==> config.mk <==
export PLATFORM = sky130hd
export DESIGN_NAME = dwa_element_selector
export DESIGN_NICKNAME = d
export VERILOG_FILES = /design/src/rtl/dwa_element_selector.sv
export SDC_FILE = /design/constraint.sdc
export NUM_CORES = 1
export LEC_CHECK = 0
export ABC_AREA = 1
export CAP_MARGIN = 20
export CORE_ASPECT_RATIO = 0.8
export CORE_MARGIN = 3
export CORE_UTILIZATION = 45
export CTS_CLUSTER_DIAMETER = 150
export CTS_CLUSTER_SIZE = 20
export DETAILED_ROUTE_END_ITERATION = 7
export PLACE_DENSITY = 0.67
export REMOVE_ABC_BUFFERS = 1
export SYNTH_ARGS = -nofsm -noshare
export SYNTH_HDL_FRONTEND = slang
export SYNTH_SLANG_ARGS = --single-unit
==> constraint.sdc <==
create_clock -name clk_i -period 7.5 [get_ports clk_i]
set_clock_uncertainty 0.05 [all_clocks]
set_input_delay 0.75 -clock clk_i [delete_from_list [all_inputs] [get_ports clk_i]]
set_output_delay 0.75 -clock clk_i [all_outputs]
set_load 0.005 [all_outputs]
==> src/rtl/dwa_element_selector.sv <==
// Quantizes the noise-shaping filter output to a unit-element level and picks
// the enabled DAC elements with a data-weighted-averaging rotating pointer.
module dwa_element_selector #(
   parameter int IN_W      = 64,
   parameter int NUM_ELEM  = 8,
   parameter int FRAC_BITS = 12,
   parameter int CNT_W     = 16
) (
   input  logic                          clk_i,
   input  logic                          reset_i,
   input  logic                          valid_i,
   output logic                          ready_o,
   input  logic signed [IN_W-1:0]        data_i,
   output logic                          valid_o,
   input  logic                          ready_i,
   output logic [NUM_ELEM-1:0]           sel_o,
   output logic [$clog2(NUM_ELEM):0]     level_o,
   output logic signed [IN_W-1:0]        err_o,
   output logic                          sat_o,
   output logic [$clog2(NUM_ELEM)-1:0]   ptr_o,
   output logic [CNT_W-1:0]              sat_cnt_o
);

   localparam int PTR_W = $clog2(NUM_ELEM);
   localparam int LVL_W = PTR_W + 1;
   localparam logic signed [IN_W:0] HALF    = (IN_W+1)'(NUM_ELEM / 2);
   localparam logic signed [IN_W:0] LVL_MAX = (IN_W+1)'(NUM_ELEM);

   logic                     en;
   logic signed [IN_W-1:0]   shifted;
   logic signed [IN_W:0]     raw;
   logic [LVL_W-1:0]         q_lvl;
   logic                     q_sat;
   logic signed [IN_W-1:0]   q_offset;
   logic signed [IN_W-1:0]   q_err;

   logic                     s1_v;
   logic [LVL_W-1:0]         s1_lvl;
   logic                     s1_sat;
   logic signed [IN_W-1:0]   s1_err;

   logic [NUM_ELEM-1:0]      therm;
   logic [2*NUM_ELEM-1:0]    rot;
   logic [NUM_ELEM-1:0]      mask;

   assign en      = !valid_o || ready_i;
   assign ready_o = en;

   // Floor-quantize around mid-scale; the extra bit keeps the offset add from wrapping.
   always_comb begin
      shifted  = data_i >>> FRAC_BITS;
      raw      = $signed({shifted[IN_W-1], shifted}) + HALF;
      q_lvl    = raw[LVL_W-1:0];
      q_sat    = 1'b0;
      if (raw[IN_W]) begin
         q_lvl = '0;
         q_sat = 1'b1;
      end else if (raw > LVL_MAX) begin
         q_lvl = LVL_W'(NUM_ELEM);
         q_sat = 1'b1;
      end
      q_offset = IN_W'(q_lvl) - IN_W'(NUM_ELEM / 2);
      q_err    = data_i - (q_offset <<< FRAC_BITS);
   end

   always_ff @(posedge clk_i or posedge reset_i) begin
      if (reset_i) begin
         s1_v   <= 1'b0;
         s1_lvl <= '0;
         s1_sat <= 1'b0;
         s1_err <= '0;
      end else if (en) begin
         s1_v <= valid_i;
         if (valid_i) begin
            s1_lvl <= q_lvl;
            s1_sat <= q_sat;
            s1_err <= q_err;
         end
      end
   end

   // Thermometer of lvl ones rotated left by the pointer, high half folded back for wrap.
   always_comb begin
      therm = '0;
      for (int k = 0; k < NUM_ELEM; k++) begin
         therm[k] = (LVL_W'(k) < s1_lvl);
      end
      rot  = {{NUM_ELEM{1'b0}}, therm} << ptr_o;
      mask = rot[NUM_ELEM-1:0] | rot[2*NUM_ELEM-1:NUM_ELEM];
   end

   always_ff @(posedge clk_i or posedge reset_i) begin
      if (reset_i) begin
         valid_o   <= 1'b0;
         sel_o     <= '0;
         level_o   <= '0;
         err_o     <= '0;
         sat_o     <= 1'b0;
         ptr_o     <= '0;
         sat_cnt_o <= '0;
      end else if (en) begin
         valid_o <= s1_v;
         if (s1_v) begin
            sel_o   <= mask;
            level_o <= s1_lvl;
            err_o   <= s1_err;
            sat_o   <= s1_sat;
            ptr_o   <= ptr_o + s1_lvl[PTR_W-1:0];
            if (s1_sat && !(&sat_cnt_o)) begin
               sat_cnt_o <= sat_cnt_o + CNT_W'(1);
            end
         end
      end
   end

endmodule

==> Implementation_results.wiki, run 1 <==
{| class="wikitable"
! Metric !! Value
|-
| Result of the run || completed
|-
| PwrDens || 214 mW/mm²
|-
| Part of the total power dissipated in combinational logic || 35.7%
|-
| Count of synthesis-stage warnings from yosys || 0
|-
| Drc violations || 0
|-
| Number of fillers in the final layout || 2927
|-
| Post-CTS Setup Inserts || 0
|-
| Register-to-register path setup slack || 4450 ps
|-
| Per-instance average area after synthesis || 6.35 µm²
|-
| 1st-pass router iterations || 6
|-
| Final wirelength || 47600 µm
|-
| Largest net degree at the start of global routing || 95
|-
| Share of synthesized flip-flops with an asynchronous set or reset || 100%
|-
| Wire length of the first global-routing pass || 72300 µm
|-
| Die Footprint || 0.0312 mm²
|-
| Final Hold Viols || 0
|-
| Core ar. || 0.0284 mm²
|-
| Largest area contributor in the netlist || sky130_fd_sc_hd__dfrtp_1
|-
| Share of cells above drive strength 1 || 4.44%
|-
| X dimension of the die || 197 µm
|-
| Die height || 158 µm
|-
| Cell-internal power || 0.00214 W
|-
| Crit-path leading delay family || simple AND/OR/NAND/NOR gates
|-
| RSZ-0062 raised after global routing || no
|-
| Non-filler cells in the finished layout || 2602
|-
| Startpoint type of the worst setup path || input pin
|-
| Number of global-route vias before repair || 12800
|-
| Detailed-route vias per instance || 5.43
|-
| Most used standard cell by instance count after synthesis || sky130_fd_sc_hd__nand2_1
|-
| Final critical-path required period || 6560 ps
|-
| Cts bufs inserted || 17
|-
| Effective utilization at floorplan || 46.0%
|-
| Net switching share of the total power || 36.5%
|-
| Register share of total power || 38.2%
|-
| Remaining number of nets flagged by the antenna check after routing || 0
|-
| TritonCTS clock tree || yes
|-
| Root Driver || sky130_fd_sc_hd__clkbuf_16
|-
| Hold Startpoint || err_o[43]$_DFFE_PP0P_
|-
| Distinct cells, synth || 41
|-
| Critical Path Slowest Stage Cell || sky130_fd_sc_hd__o21ai_0
|-
| Std cell rows || 55
|-
| Class of the most critical setup path || in2reg
|-
| Leading cell types by total area after synthesis || sky130_fd_sc_hd__dfrtp_1 32%, sky130_fd_sc_hd__nand2_1 18%, sky130_fd_sc_hd__nor2_1 8.2%
|-
| Number of cells on the worst hold path || 2
|-
| Peak Freq || 152 MHz
|-
| Later-pin clock latency in the skew report || 430 ps
|-
| NetSw || 0.00123 W
|-
| # hold bufs at CTS || 0
|-
| Hold WC Path Type || reg2reg
|-
| Post-cts sizing count || 0
|-
| Count of buffers from port buffering || 165
|-
| R2r startpoint || valid_o$_DFFE_PP0N_
|-
| Pleak || 7.38 nW
|-
| Total congestion overflow after global routing || 0
|-
| Total instance count after detailed placement || 2570
|-
| Prevailing post-synth register cell || sky130_fd_sc_hd__dfrtp_1
|-
| Area of combinational cells with multiple inputs || 0.00778 mm²
|-
| Antenna violations before repair || 0
|-
| Count of maximum capacitance violations || 0
|-
| Highest ir drop seen on vdd || 145 µV
|-
| Count of routing violations after the opening detailed-route iteration || 1386
|-
| Number of buffers and inverters on the critical path || 6
|-
| Max transition margin || 34.3%
|-
| Crit share post-route || 87.5%
|-
| Max incr delay on CP || 710 ps
|-
| Syn-to-layout area delta || 20.4%
|-
| Worst Path Required || 7730 ps
|-
| Total negative setup slack || 0 ps
|-
| Count of state elements after synthesis || 167
|-
| Worst Path Max Fanout || 47
|-
| Synth Instances || 2059
|-
| Top cells by count, synth || 644 x sky130_fd_sc_hd__nand2_1, 284 x sky130_fd_sc_hd__nor2_1, 254 x sky130_fd_sc_hd__inv_1
|-
| Endpoint with the worst hold slack || err_o[43]$_DFFE_PP0P_
|-
| Netlist area before placement || 0.0131 mm²
|-
| FF+latch area || 0.00418 mm²
|-
| Total count of max-transition violations in the final report || 0
|-
| Sequential share of the synthesized area || 32.0%
|-
| H-tree depth || 4
|-
| Endpoint arrival time on the critical path || 6790 ps
|-
| Total global-route track usage || 30.0%
|-
| Vias post-DR || 14100
|-
| FF-to-FF End || sat_cnt_o[14]$_DFFE_PP0P_
|-
| Share of the synthesized area in the top cell type || 32.0%
|-
| Setup-violating endpoint count in the final report || 0
|-
| Clock transition at the register clock pins on the worst setup and hold paths after CTS || 70 ps
|-
| Clock tree sinks || 167
|-
| Number of buffers between clock root and the deepest sink || 2
|-
| Utilization after layout || 55.4%
|-
| Average wire length per cell after detail routing || 18.3 µm
|-
| Ports placed on the boundary || 166
|-
| Detailed placer's ending HPWL || 38600 µm
|-
| Clock network fraction of total power || 26.1%
|-
| Worst-case reg-to-reg path depth || 12
|-
| Net count reported at finish || 2345
|-
| Number of antenna diodes || 0
|-
| Slew @ Worst Pin || 986 ps
|-
| Worst Setup End Kind || register
|-
| Routability-driven placement congestion ratio || 1.05
|-
| Crit path top cell by count || sky130_fd_sc_hd__nand3_1
|-
| Number of enable flip-flop cells after synthesis || 0
|}
[layer usage]
metal  wire, µm  up-vias  track usage, %  part of all wire [%]
li1           -     6953               -                     -
met1      23100     6582            45.2                    49
met2      19800      550            44.6                    42
met3       4210       35            7.09                   8.9
met4        459        0            4.78                  0.96
met5          0        -               0                     0
[flip-flops by register name (all words and copies together) (netlist names)]
name and flops:
s1_v 1, s1_lvl 4, level_o 4, sat_cnt_o 16
s1_err 64, ptr_o 3, sel_o 8, err_o 64
sat_o 1, s1_sat 1, valid_o 1
[power groups by stage]
| stage | registers (W) | clock network, W | logic, W |
|---|---|---|---|
| 2_1_floorplan | 0.00129 | 0 | 0.000579 |
| 3_3_place_gp | 0.00129 | 0 | 0.00118 |
| 3_5_place_dp | 0.00130 | 0 | 0.00119 |
| 4_1_cts | 0.00128 | 0.000897 | 0.00120 |
| 5_1_grt | 0.00131 | 0.000932 | 0.00134 |
| 6_report | 0.00128 | 0.000878 | 0.00120 |
[cells in the final DEF, fill, tap and decap left out, types with 11 or more instances in the layout]
cell type,count
sky130_fd_sc_hd__ha_1,56
sky130_fd_sc_hd__nor2_1,283
sky130_fd_sc_hd__nor3_1,20
sky130_fd_sc_hd__clkbuf_16,17
sky130_fd_sc_hd__nand2_1,644
sky130_fd_sc_hd__inv_1,251
sky130_fd_sc_hd__nand2_2,11
sky130_fd_sc_hd__a31oi_1,18
sky130_fd_sc_hd__dfrtp_1,167
sky130_fd_sc_hd__nand4_1,48
sky130_fd_sc_hd__xnor2_1,13
sky130_fd_sc_hd__a21oi_1,92
sky130_fd_sc_hd__clkdlybuf4s50_1,165
sky130_fd_sc_hd__o21ai_0,172
sky130_fd_sc_hd__xor2_1,23
sky130_fd_sc_hd__or2_2,13
sky130_fd_sc_hd__nand3_1,129
[area by class of cell]
cell class / count / area share [%]
clock buffer: 17 / 2.70
clock inverter: 15 / 1.10
inverter: 260 / 6.24
multi-input combinational: 1598 / 49.4
sequential: 167 / 26.5
tap: 370 / 2.94
timing repair buffer: 175 / 11.0
[worst min-delay path, delay by kind of cell, from the launching register on]
kind / cells / cell delay (ps)
flip-flops: 1 / 340
AND/OR/NAND/NOR: 2 / 90
[logic make-up after synthesis]
group                    share of synthesized area (%)
AND/OR/NAND/NOR                                   38.5
AO/OA/AOI/OAI                                     12.7
buffers and inverters                             8.57
flip-flops                                        32.0
adder cells (fa/ha/maj)                           5.66
XOR/XNOR                                          2.41
multiplexers                                     0.163
[worst max-delay path by stage]
stage | from | end | cells after the start
floorplan | reset_i | err_o[0]$_DFFE_PP0P_ | 1
global placement | data_i[15] | s1_err[63]$_DFFE_PP0P_ | 29
detailed placement | data_i[15] | s1_err[43]$_DFFE_PP0P_ | 30
CTS | data_i[15] | s1_err[43]$_DFFE_PP0P_ | 30
global route | data_i[15] | s1_err[60]$_DFFE_PP0P_ | 32
finish | data_i[15] | s1_err[60]$_DFFE_PP0P_ | 30
[per-stage QoR]
step                      power [W]  hold WS, ps  instance area (µm²)  setup WS [ps]
after CTS                   0.00339          423                15700           1190
final                       0.00336          420                15700            939
after floorplan             0.00187          381                12900           2180
after global routing        0.00359          437                15700            518
after detailed placement    0.00249          406                15100            762
after global placement      0.00247          401                15100            700
Power figures use the tool's default switching activity.
==> inputs of run 2 (changes only) <==
Settings changed: GPL_ROUTABILITY_DRIVEN from default to 0.
==> run 2 against run 1 <==
Net effect:
- fmax is 2.5% higher
- critical path depth fell by 2
- final cell count down 0.12%
- combinational power is essentially flat
- global-route usage fell by 2.0 points
- clock power grew 2.7%
- power up 0.23%
- worst hold slack got worse by 4.3 ps
- sequential power is essentially flat
- first-iteration DRC count grew 12%
- largest cell class unchanged
==> Implementation_results.wiki, run 2 (synthesized netlist as in run 1, its figures left out) <==
{| class="wikitable"
! Metric !! Value
|-
| Result of the run || completed
|-
| Pleak || 7.35 nW
|-
| Total negative setup slack || 0 ps
|-
| Net count reported at finish || 2342
|-
| Later-pin clock latency in the skew report || 450 ps
|-
| Count of routing violations after the opening detailed-route iteration || 1547
|-
| Setup-violating endpoint count in the final report || 0
|-
| Highest ir drop seen on vdd || 172 µV
|-
| Wire length of the first global-routing pass || 69100 µm
|-
| Antenna violations before repair || 1
|-
| Drc violations || 0
|-
| Max transition margin || 34.6%
|-
| Most common cell after layout, fill and taps aside || sky130_fd_sc_hd__nand2_1
|-
| Largest net degree at the start of global routing || 94
|-
| Worst-case reg-to-reg path depth || 12
|-
| Final Hold Viols || 0
|-
| Cts bufs inserted || 17
|-
| Final wirelength || 43700 µm
|-
| Number of global-route vias before repair || 13000
|-
| Number of antenna diodes || 0
|-
| Worst Setup End Kind || register
|-
| Post-cts sizing count || 0
|-
| Utilization after layout || 55.3%
|-
| Ports placed on the boundary || 166
|-
| RSZ-0062 raised after global routing || no
|-
| FF-to-FF End || sat_cnt_o[14]$_DFFE_PP0P_
|-
| Post-route met1 wirelength || 20200 µm
|-
| Detailed placer's ending HPWL || 34800 µm
|-
| Share of cells above drive strength 1 || 4.22%
|-
| Register-to-register path setup slack || 4670 ps
|-
| Core ar. || 0.0284 mm²
|-
| Detailed-route vias per instance || 5.52
|-
| 1st-pass router iterations || 6
|-
| Vias post-DR || 14300
|-
| Cell-internal power || 0.00219 W
|-
| Final critical-path required period || 6400 ps
|-
| Highest-count cells in the layout ignoring fill and taps || 644 x sky130_fd_sc_hd__nand2_1, 283 x sky130_fd_sc_hd__nor2_1, 251 x sky130_fd_sc_hd__inv_1
|-
| Die Footprint || 0.0312 mm²
|-
| Total congestion overflow after global routing || 0
|-
| Worst Hold Slack || 416 ps
|-
| Crit share post-route || 85.4%
|-
| Part of the total power dissipated in combinational logic || 35.2%
|-
| Endpoint arrival time on the critical path || 6640 ps
|-
| H-tree depth || 4
|-
| Class of the most critical setup path || in2reg
|-
| Clock network fraction of total power || 26.8%
|-
| PwrDens || 215 mW/mm²
|-
| Largest registers || err_o (64), s1_err (64), sat_cnt_o (16)
|-
| Slew @ Worst Pin || 981 ps
|-
| Register share of total power || 38.1%
|-
| Top routing layer in use || met5
|-
| Std cell rows || 55
|-
| Startpoint type of the worst setup path || input pin
|-
| Crit path top cell by count || sky130_fd_sc_hd__nand3_1
|-
| Worst Path Max Fanout || 37
|-
| Total global-route track usage || 28.0%
|-
| X dimension of the die || 197 µm
|-
| # hold bufs at CTS || 0
|-
| Net switching share of the total power || 35.1%
|-
| Count of buffers from port buffering || 165
|-
| Total count of max-transition violations in the final report || 0
|-
| Post-CTS Setup Inserts || 0
|-
| Clock transition at the register clock pins on the worst setup and hold paths after CTS || 70 ps
|-
| Die height || 158 µm
|-
| Smallest setup slack after layout || 1100 ps
|-
| Worst setup path endpoint || s1_err[54]$_DFFE_PP0P_
|-
| Routed met2 length || 17900 µm
|-
| Routed met3 length || 4550 µm
|-
| R2r startpoint || valid_o$_DFFE_PP0N_
|-
| Max incr delay on CP || 600 ps
|-
| Worst Setup SP || data_i[14]
|-
| Number of fillers in the final layout || 2863
|-
| TritonCTS clock tree || yes
|-
| Remaining number of nets flagged by the antenna check after routing || 0
|-
| NetSw || 0.00118 W
|-
| Clock tree sinks || 167
|-
| Critical Path Slowest Stage Cell || sky130_fd_sc_hd__clkdlybuf4s50_1
|-
| Worst Path Required || 7740 ps
|-
| Count of maximum capacitance violations || 0
|-
| Place WS || 960 ps
|-
| Syn-to-layout area delta || 20.1%
|-
| Root Driver || sky130_fd_sc_hd__clkbuf_16
|-
| Effective utilization at floorplan || 46.0%
|-
| Number of buffers between clock root and the deepest sink || 2
|-
| Hold WC Path Type || reg2reg
|-
| Peak Freq || 156 MHz
|-
| Average wire length per cell after detail routing || 16.8 µm
|}
[run 2: layer usage]
| layer | up-vias | global-route usage (%) |
|---|---|---|
| met1 | 6621 | 41.4 |
| li1 | 6945 | - |
| met5 | - | 0 |
| met4 | 2 | 6.72 |
| met2 | 694 | 41.6 |
| met3 | 74 | 6.41 |
[run 2: metrics by stage]
| step | cells | power, W | area [µm²] |
|---|---|---|---|
| after floorplan | 2025 | 0.00187 | 12900 |
| after global placement | 2567 | 0.00245 | 15100 |
| after detailed placement | 2567 | 0.00247 | 15100 |
| after CTS | 2599 | 0.00339 | 15700 |
| after global routing | 2599 | 0.00361 | 15700 |
| final | 2599 | 0.00337 | 15700 |
[run 2: area by class of cell]
type | instances | area, µm² | area share [%]
clock buffer | 19 | 433 | 2.76
clock inverter | 13 | 165 | 1.05
inverter | 260 | 982 | 6.25
multi-input combinational | 1598 | 7780 | 49.5
sequential | 167 | 4180 | 26.6
tap | 370 | 463 | 2.95
timing repair buffer | 172 | 1700 | 10.8
[run 2: power by group through the flow]
stage	sequential (W)	clock, W	combinational [W]
floorplan	0.00129	0	0.000579
global placement	0.00129	0	0.00116
detailed placement	0.00130	0	0.00118
CTS	0.00128	0.000921	0.00118
global route	0.00132	0.000960	0.00133
finish	0.00128	0.000902	0.00119
[run 2: critical path, delay by kind of cell]
kind / cells / cell delay (ps)
simple gates: 16 / 2550
compound gates: 5 / 980
fa+ha+maj: 3 / 960
buf+inv: 4 / 1380
[run 2: worst min-delay path by stage]
stage / slack, ps / start / depth (start not counted) / end
floorplan: 380 / s1_v$_DFFE_PP0N_ / 2 / valid_o$_DFFE_PP0N_
global placement: 400 / err_o[18]$_DFFE_PP0P_ / 2 / err_o[18]$_DFFE_PP0P_
detailed placement: 410 / s1_v$_DFFE_PP0N_ / 2 / valid_o$_DFFE_PP0N_
CTS: 420 / s1_v$_DFFE_PP0N_ / 2 / valid_o$_DFFE_PP0N_
global route: 440 / err_o[22]$_DFFE_PP0P_ / 2 / err_o[22]$_DFFE_PP0P_
finish: 420 / s1_v$_DFFE_PP0N_ / 2 / valid_o$_DFFE_PP0N_
